**src/rtl/lsu_pkg.sv**
```systemverilog
// lsu_pkg: shared Funct3 codes, FSM states and access-size helpers for the load/store unit.
package lsu_pkg;
  localparam logic [2:0] F3_B  = 3'b000;
  localparam logic [2:0] F3_H  = 3'b001;
  localparam logic [2:0] F3_W  = 3'b010;
  localparam logic [2:0] F3_BU = 3'b100;
  localparam logic [2:0] F3_HU = 3'b101;

  typedef enum logic [1:0] {IDLE, ACC1, ACC2, RESP} lsu_state_t;
  typedef enum logic [1:0] {SZ_B, SZ_H, SZ_W} lsu_size_t;

  function automatic lsu_size_t f3_size(input logic [2:0] f3);
    return (f3 == F3_B || f3 == F3_BU) ? SZ_B : (f3 == F3_H || f3 == F3_HU) ? SZ_H : SZ_W;
  endfunction

  function automatic logic [3:0] size_mask(input lsu_size_t s);
    return s == SZ_B ? 4'b0001 : s == SZ_H ? 4'b0011 : 4'b1111;
  endfunction
endpackage

```
**src/rtl/lsu_lane_align.sv**
```systemverilog
// lsu_lane_align: combinational byte-lane steering for stores and extraction/extension for loads.
module lsu_lane_align
  import lsu_pkg::*;
(
  input  logic [1:0]  size,
  input  logic [1:0]  off,
  input  logic        uns,
  input  logic [31:0] wd,
  input  logic [63:0] rdata,
  output logic [63:0] sdata,
  output logic [7:0]  smask,
  output logic [31:0] rd
);
  logic [3:0]  m;
  logic [31:0] x;
  assign m = size_mask(lsu_size_t'(size));
  assign smask = {4'b0, m} << off;
  assign sdata = {32'b0, wd & {{8{m[3]}}, {8{m[2]}}, {8{m[1]}}, {8{m[0]}}}} << {off, 3'b000};
  assign x = 32'(rdata >> {off, 3'b000});
  assign rd = size == SZ_B ? {{24{x[7] & ~uns}}, x[7:0]} :
              size == SZ_H ? {{16{x[15] & ~uns}}, x[15:0]} : x;
endmodule

```
**src/rtl/load_store_unit.sv**
```systemverilog
// load_store_unit: MEM-stage initiator; splits word-crossing accesses into two transactions.
// Define LSU_MISALIGN_TRAP_EN to trap misaligned accesses instead of splitting them.
module load_store_unit
  import lsu_pkg::*;
#(
  parameter int DM_ADDRESS = 9,
  parameter int DATA_W     = 32
) (
  input  logic                  clk,
  input  logic                  rst_n,
  input  logic                  MemRead,
  input  logic                  MemWrite,
  input  logic [2:0]            Funct3,
  input  logic [DM_ADDRESS-1:0] a,
  input  logic [DATA_W-1:0]     wd,
  output logic [DATA_W-1:0]     rd,
  output logic                  done,
  output logic                  stall,
  output logic                  misalign_exc,
  output logic [DM_ADDRESS-1:0] mem_addr,
  output logic                  mem_re,
  output logic                  mem_we,
  output logic [3:0]            mem_be,
  output logic [DATA_W-1:0]     mem_wdata,
  input  logic [DATA_W-1:0]     mem_rdata
);
`ifdef LSU_MISALIGN_TRAP_EN
  localparam bit TRAP = 1'b1;
`else
  localparam bit TRAP = 1'b0;
`endif
  lsu_state_t state, state_nxt;
  lsu_size_t size, size_q;
  logic req, wr, mis, wr_q, uns_q, mis_q, acc, hi;
  logic [DM_ADDRESS-1:0] a_q, word0;
  logic [DATA_W-1:0] wd_q, w0, rd_q, ld_res;
  logic [63:0] sdata;
  logic [7:0] smask;
  assign req = MemRead | MemWrite;
  assign wr = MemWrite & ~MemRead;
  assign size = f3_size(Funct3);
  assign mis = (size == SZ_H && a[1:0] == 2'd3) || (size == SZ_W && a[1:0] != 2'd0);
  always_comb begin
    state_nxt = state;
    case (state)
      IDLE:    if (req) state_nxt = (TRAP && mis) ? RESP : ACC1;
      ACC1:    state_nxt = mis_q ? ACC2 : RESP;
      ACC2:    state_nxt = RESP;
      default: state_nxt = IDLE;
    endcase
  end
  always_ff @(posedge clk or negedge rst_n)
    if (!rst_n) begin
      state  <= IDLE;
      size_q <= SZ_B;
      wr_q   <= 1'b0;
      uns_q  <= 1'b0;
      mis_q  <= 1'b0;
      a_q    <= '0;
      wd_q   <= '0;
      w0     <= '0;
      rd_q   <= '0;
    end else begin
      state <= state_nxt;
      rd_q  <= rd;
      if (state == IDLE && req) begin
        size_q <= size;
        wr_q   <= wr;
        uns_q  <= Funct3 == F3_BU || Funct3 == F3_HU;
        mis_q  <= mis;
        a_q    <= a;
        wd_q   <= wd;
      end
      if (state == ACC2) w0 <= mem_rdata;
    end
  lsu_lane_align u_align (
    .size  (size_q),
    .off   (a_q[1:0]),
    .uns   (uns_q),
    .wd    (wd_q),
    .rdata (mis_q ? {mem_rdata, w0} : {32'b0, mem_rdata}),
    .sdata (sdata),
    .smask (smask),
    .rd    (ld_res)
  );
  // second word wraps naturally at the top of the address space
  assign word0 = {a_q[DM_ADDRESS-1:2], 2'b00};
  assign acc = state == ACC1 || state == ACC2;
  assign hi = state == ACC2;
  assign mem_addr = acc ? (hi ? word0 + DM_ADDRESS'(4) : word0) : '0;
  assign mem_re = acc & ~wr_q;
  assign mem_we = acc & wr_q;
  assign mem_be = mem_we ? (hi ? smask[7:4] : smask[3:0]) : 4'b0;
  assign mem_wdata = mem_we ? (hi ? sdata[63:32] : sdata[31:0]) : '0;
  assign done = state == RESP;
  assign stall = req & ~done;
  assign misalign_exc = TRAP & done & mis_q;
  assign rd = (done && !wr_q && !misalign_exc) ? ld_res : rd_q;
endmodule

```
**config.mk**
```make
export PLATFORM = sky130hd
export DESIGN_NAME = load_store_unit
export DESIGN_NICKNAME = d
export VERILOG_FILES = /design/src/rtl/lsu_pkg.sv /design/src/rtl/lsu_lane_align.sv /design/src/rtl/load_store_unit.sv
export SDC_FILE = /design/constraint.sdc
export NUM_CORES = 1
export LEC_CHECK = 0
export BUFFER_PORTS_ARGS = -buffer_cell sky130_fd_sc_hd__buf_2
export CAP_MARGIN = 20
export CORE_MARGIN = 3
export CORE_UTILIZATION = 55
export DETAILED_ROUTE_END_ITERATION = 10
export HOLD_SLACK_MARGIN = 0.02
export PLACE_DENSITY = 0.81
export SLEW_MARGIN = 20
export SYNTH_ARGS = -nofsm -noshare
export SYNTH_HDL_FRONTEND = slang
export SYNTH_SLANG_ARGS = --single-unit
```
**constraint.sdc**
```tcl
create_clock -name clk -period 2.1 [get_ports clk]
set_input_delay 0.21 -clock clk [delete_from_list [all_inputs] [get_ports clk]]
set_output_delay 0.21 -clock clk [all_outputs]
set_load 0.01 [all_outputs]
```
==> results of run 1 <==
==> flip-flops by register name, indices dropped and copies added, names as in the netlist <==
signal	cells
size_q	2
mis_q	1
wd_q	32
wr_q	1
state	2
a_q	9
uns_q	1
rd_q	32
w0	32
==> where the power goes <==
group / internal, µW / total, µW / switching (µW)
Clock: 874 / 1680 / 806
Sequential: 3300 / 4320 / 1020
Combinational: 6570 / 13900 / 7310
==> cell usage after synthesis (4+ instances only) <==
library cell / n
clkbuf_1: 27
a21oi_1: 60
xnor2_1: 4
inv_1: 7
a31oi_1: 24
mux2i_1: 56
mux4_2: 14
nor2_1: 80
ha_1: 5
dfrtp_1: 112
nor2b_1: 15
buf_2: 14
o211ai_1: 10
buf_4: 9
o2bb2ai_1: 7
nor3_1: 6
nand2b_1: 5
nand2_1: 52
nand3b_1: 9
buf_1: 6
and2_1: 14
o21ai_0: 35
a211oi_1: 9
mux2_2: 74
a22oi_1: 9
or2_0: 7
o22ai_1: 11
==> worst max-delay path, stage by stage (launching register included) <==
cell and delay (ns):
dfrtp_2 0.45, buf_4 0.16, buf_4 0.12, mux2i_4 0.26
nor3_4 0.07, buf_6 0.14, o31ai_4 0.30, buf_12 0.18
a31oi_2 0.11, buf_4 0.15, buf_4 0.12, buf_4 0.12
buf_4 0.13, buf_4 0.13, buf_4 0.12
==> what timing repair did <==
| action | 4_1_cts | 5_1_grt |
|---|---|---|
| hold endpoints to repair | 36 | 0 |
| pin swaps | 55 | 44 |
| setup buffers | 44 | 16 |
| resized for setup | 134 | 77 |
| setup endpoints to repair | 88 | 74 |
| hold buffers | 1 | 0 |
| gates cloned | 7 | 2 |
==> metrics by stage <==
| step | TNS [ns] | total power (µW) |
|---|---|---|
| floorplan | 0 | 10310 |
| global placement | -3.329 | 13500 |
| detailed placement | -5.748 | 13840 |
| CTS | -14.60 | 17900 |
| global route | -23.90 | 20660 |
| finish | -20.40 | 19880 |
==> cell families after synthesis <==
family,after synthesis,synth area share
buf+inv,67,0.04871
flops,112,0.4041
simple gates,199,0.1324
xor+xnor,5,0.006314
mux,144,0.2464
other cells,1,0.0005407
compound gates,174,0.1524
fa+ha+maj,5,0.009020
==> area by class of cell <==
class	count	area (µm²)
antenna	1	2.502
fill	707	2195
sequential	112	2809
tap	168	210.2
timing repair buffer	281	2132
inverter	8	36.28
clock buffer	12	256.5
clock inverter	3	26.28
multi-input combinational	531	4494
==> placed cells by master (no fill, tap or decap), drive strengths merged, types with 9 or more instances in the layout <==
cell,instances
dfrtp,112
a21oi,60
and2,14
mux2i,56
clkbuf,14
o21ai,36
mux4,14
a211oi,9
o211ai,10
buf,277
a22oi,9
o22ai,11
nor2,80
nor2b,15
a31oi,24
mux2,74
nand2,52
nand3b,9
==> how the worst min path moves through the flow <==
stage                     startpoint        to  cells past startpoint
after floorplan                rst_n    a_q[0]                      0
after global placement         rst_n  wd_q[15]                      1
after detailed placement       rst_n  wd_q[23]                      1
after CTS                      wd[0]   wd_q[0]                      2
after global routing          wd[30]  wd_q[30]                      2
final                          wd[0]   wd_q[0]                      2
==> metal layers <==
| layer | up-vias | share of wire |
|---|---|---|
| met5 | - | 0 |
| met4 | 0 | 0.047 |
| met3 | 148 | 0.13 |
| met2 | 627 | 0.45 |
| met1 | 3541 | 0.38 |
| li1 | 3031 | - |
==> impl_metrics.tcl, run 1 <==
set metrics [dict create \
    route.vias.total 7347 \
    wire_length_of_the_first_global_routing_pass_mm 38.23 \
    layoutNonFillerInstCount 1116 \
    tritoncts "yes" \
    skew_ns 0.01681 \
    final.min_clock_period_ns 2.670 \
    area_overhead_of_the_layout_relative_to_synthesis_pct 43.71 \
    layout.core_utilization 0.8195 \
    initial_utilization 0.5703 \
    final.setup.worst_slack_ns -0.5704 \
    gr-total-overflow 0 \
    grt_setup_unrepaired "yes" \
    cellLeakagePower_uw 0.004323 \
    yosysWarnings 0 \
    dp_slack_ns -0.2502 \
    normalized_max_slew_margin 0.5754 \
    layout_worst_path_cycle_share 1.272 \
    insertion_delay_ns 0.36 \
    postPlaceCellArea_mm2 0.008218 \
    synth.lib_cells_used.distinct 48 \
    fin_area_mm2 0.009967 \
    num_io_pins 162 \
    clkTransAtPathRegs_ns 0.07 \
    reg2reg_slack_ns -0.57 \
    drt.antenna.violating_nets 0 \
    clock_tree.htree_level_count 3 \
    finalNetCount 1028 \
    numPlacedInstances 1033 \
    failed_checks "setup timing" \
    synth_area_leader_cell "dfrtp_1" \
    avgSynthCellArea_um2 9.810 \
    cts_inserted_buffers 9 \
    gr-usage-met2 0.5173 \
    start_kind "flop" \
    number_of_standard_cells_after_synthesis 707 \
    place.port_buffers 158 \
    globalRouteTotalUtil 0.3481 \
    setup_viol 70 \
    edff_count_synth 0 \
    outcome "finished with violations" \
    timing_worst_setup_path_type "reg2reg" \
    max_clock_freq_mhz 374.5 \
    hold_ws_ns 0.08007 \
    synth-async-reset-ratio 1.000 \
    source_of_the_worst_register_to_register_timing_path "mis_q" \
    regToRegEndpoint "rd_q[13]" \
    cp_max_fo 11 \
    cts_num_sinks 112 \
    root_buffer "clkbuf_16" \
    finalHoldViolations 0 \
    ys_seq_area_frac 0.4041 \
    antenna_found_initial 1 \
    die_width_um 118.3 \
    drive_above_1_share 0.5438 \
    startpoint "mis_q" \
    clock_path_buffers 2 \
    place_congestion 0.9576 \
    worst_hold_class "in2reg" \
    drt-vias-per-instance 6.583 \
    reg2regPathDepth 14 \
    drt_wl_total_mm 27.00 \
    worst-endpoint-required_ns 2.35 \
    max-vdd-ir-drop_mv 1.326 \
    core_area_mm2 0.01216 \
    timing_max_transition_violations_final 0 \
    first_global_vias 6928 \
    postSynthRegisterBits 112 \
    arrival_ns 2.92 \
    worst_setup_path_end_kind "flop" \
    globalRoute.busiestLayer "met2" \
    largest_net_degree_at_the_start_of_global_routing 49 \
    die_h_um 118.3 \
    max-cap-violations 0 \
    drt_iter0_markers 1197 \
    place.detailed.hpwl_mm 15.99 \
    grt_use_met1 0.4834 \
    grt_use_met3 0.1000 \
    synth_flop_cell "dfrtp_1" \
    setup.worst_path.end "rd_q[13]" \
    worstMarginPinSlew_ns 0.6368 \
    route.detailed.wl_per_inst_um 24.20 \
    power.density_mw_per_mm2 1995 \
    synth.top_cells.by_area "dfrtp_1 40%, mux2_2 12%, mux2i_1 8.1%" \
    drtPass1Iterations 8 \
    syn-cell-area_mm2 0.006935 \
    die-area_mm2 0.01399 \
    placement_rows 40 \
    post-route-drc-count 0 \
    synth.top_cell.area_share 0.4041 \
]
Note: power is estimated with default switching activity, not from simulation.
==> run 2: changes to the inputs <==
--- a/config.mk
+++ b/config.mk
@@ -11,8 +11,9 @@
 export CORE_UTILIZATION = 55
 export DETAILED_ROUTE_END_ITERATION = 10
 export HOLD_SLACK_MARGIN = 0.02
-export PLACE_DENSITY = 0.81
+export PLACE_DENSITY = 0.8
 export SLEW_MARGIN = 20
 export SYNTH_ARGS = -nofsm -noshare
 export SYNTH_HDL_FRONTEND = slang
+export SYNTH_HIERARCHICAL = 1
 export SYNTH_SLANG_ARGS = --single-unit
==> run 2 against run 1 <==
The flow still finishes with violations (setup timing). Critical endpoint is now rd[19]. Cell area increased by 2.7%. Total power increased by 1.7%. Non-clock buffer count decreased by 45. Sequential cell count unchanged. Critical path depth decreased by 5. Combinational power about the same. Via count decreased by 10%. Die area increased by 8.3%. Critical path type is now reg2out. Synthesized cell count increased by 0.42%.
==> impl_metrics.tcl, run 2 <==
set metrics [dict create \
    root_buffer "clkbuf_16" \
    die-area_mm2 0.01516 \
    place.detailed.hpwl_mm 14.14 \
    reg2regPathDepth 7 \
    wire_length_of_the_first_global_routing_pass_mm 32.82 \
    post-route-drc-count 0 \
    cts_num_sinks 112 \
    place.port_buffers 158 \
    num_io_pins 162 \
    source_of_the_worst_register_to_register_timing_path "mis_q" \
    drt_iter0_markers 625 \
    layout.cells.most_common_list "139 x buf_2, 108 x dfrtp_1, 97 x mux2_2, 58 x mux2_4, 57 x nor2_1" \
    syn-cell-area_mm2 0.007543 \
    worst-endpoint-required_ns 1.89 \
    grt_setup_unrepaired "yes" \
    tritoncts "yes" \
    slowest_stage "dfrtp_2" \
    yosysWarnings 6 \
    dp_slack_ns -0.2464 \
    avgSynthCellArea_um2 10.62 \
    clkTransAtPathRegs_ns 0.08 \
    finalSetupTns_ns -26.25 \
    worst_setup_path_end_kind "output pin" \
    holdCritStartpoint "wd[29]" \
    power.density_mw_per_mm2 1977 \
    worst_hold_class "in2reg" \
    worst_path_dominant_cell_family "multiplexers" \
    place_congestion 0.8751 \
    num-fill-cells 825 \
    final.setup.worst_slack_ns -0.6490 \
    critPathMostFrequentCell "mux2_4" \
    max_clock_freq_mhz 363.8 \
    worst_hold_path.endpoint "wd_q[29]" \
    setup_viol 90 \
    final.min_clock_period_ns 2.749 \
    die_h_um 123.1 \
    globalRouteTotalUtil 0.2792 \
    area_overhead_of_the_layout_relative_to_synthesis_pct 35.66 \
    start_kind "flop" \
    worstMarginPinSlew_ns 0.5995 \
    first_global_vias 6066 \
    numPlacedInstances 1028 \
    hold_depth 2 \
    max-vdd-ir-drop_mv 1.241 \
    initial_utilization 0.5651 \
    final_common_cell "buf_2" \
    finalHoldViolations 0 \
    core_area_mm2 0.01335 \
    drt_wl_total_mm 23.19 \
    cts_inserted_buffers 9 \
    clock_tree.htree_level_count 3 \
    placement_rows 42 \
    layout_worst_path_cycle_share 1.309 \
    worstPathBufferInverterCount 3 \
    drt-vias-per-instance 6.118 \
    route.vias.total 6607 \
    path_cells "buf_6, mux2_4, mux2_4, o22ai_2, a2111o_1, buf_12, nand2_1, mux2_4, buf_2" \
    normalized_max_slew_margin 0.5988 \
    arrival_ns 2.54 \
    reg2reg_slack_ns -0.10 \
    largest_net_degree_at_the_start_of_global_routing 50 \
    number_of_standard_cells_after_synthesis 710 \
    antenna_found_initial 1 \
    timing_worst_setup_path_type "reg2out" \
    cellLeakagePower_uw 0.004787 \
    failed_checks "setup timing" \
    route.detailed.wl_per_inst_um 21.47 \
    drtPass1Iterations 5 \
    timing_max_transition_violations_final 0 \
    skew_ns 0.007307 \
    insertion_delay_ns 0.36 \
    layout.core_utilization 0.7667 \
    clock_path_buffers 2 \
    finalNetCount 984 \
    die_width_um 123.1 \
    drive_above_1_share 0.5537 \
    outcome "finished with violations" \
    regToRegEndpoint "rd_q[9]" \
    max-cap-violations 0 \
    layout_top_registers "rd_q: 32 flops, w0: 32 flops, wd_q: 32 flops" \
    drt.antenna.violating_nets 0 \
    sequential_cell_area_mm2 0.002813 \
    layoutNonFillerInstCount 1080 \
    area_taken_by_multi_input_logic_gates_mm2 0.004945 \
    cp_max_fo 16 \
    gr-total-overflow 0 \
    cpPeakStageDelay_ns 0.42 \
    hold_ws_ns 0.07577 \
]
run 2: worst max path at each step:
stage             end  startpoint  slack, ns  cells past startpoint
6_report       rd[19]       mis_q      -0.65                      9
4_1_cts        rd[19]       mis_q      -0.62                      7
5_1_grt        rd[23]       mis_q      -0.71                     10
3_5_place_dp   rd[24]       mis_q      -0.25                      7
2_1_floorplan  rd[23]       mis_q      -0.15                      9
3_3_place_gp    rd[8]       mis_q      -0.21                      7
run 2: power by group:
group          internal [µW]  switching (µW)
Combinational           7510            6680
Sequential              3300             964
Clock                    939             840
run 2: layout make-up:
cell class	count	share of cell area
antenna	1	0.0002445
tap	176	0.02152
clock inverter	7	0.007580
sequential	112	0.2748
inverter	5	0.001834
multi-input combinational	534	0.4832
clock buffer	9	0.02201
timing repair buffer	236	0.1888
run 2: metrics by stage:
stage          area [µm²]  power [µW]
2_1_floorplan        7700       11690
3_5_place_dp         8765       14830
6_report            10230       20230
5_1_grt             10230       21230
4_1_cts              9717       18360
3_3_place_gp         8765       14590
run 2: layer usage:
layer	global-route usage	vias up	wire length (µm)
met5	0	-	0
met4	0.08720	0	842
met3	0.06908	92	2092
met2	0.4076	406	10620
met1	0.4114	3238	9627
li1	-	2871	-
run 2: repair_timing:
item / 4_1_cts / 5_1_grt
hold buffers: 1 / 0
setup buffers: 15 / 12
resized for setup: 109 / 82
pin swaps: 22 / 27
endpoints found under the setup margin: 85 / 101
hold endpoints to repair: 34 / 0
cloned: 6 / 6
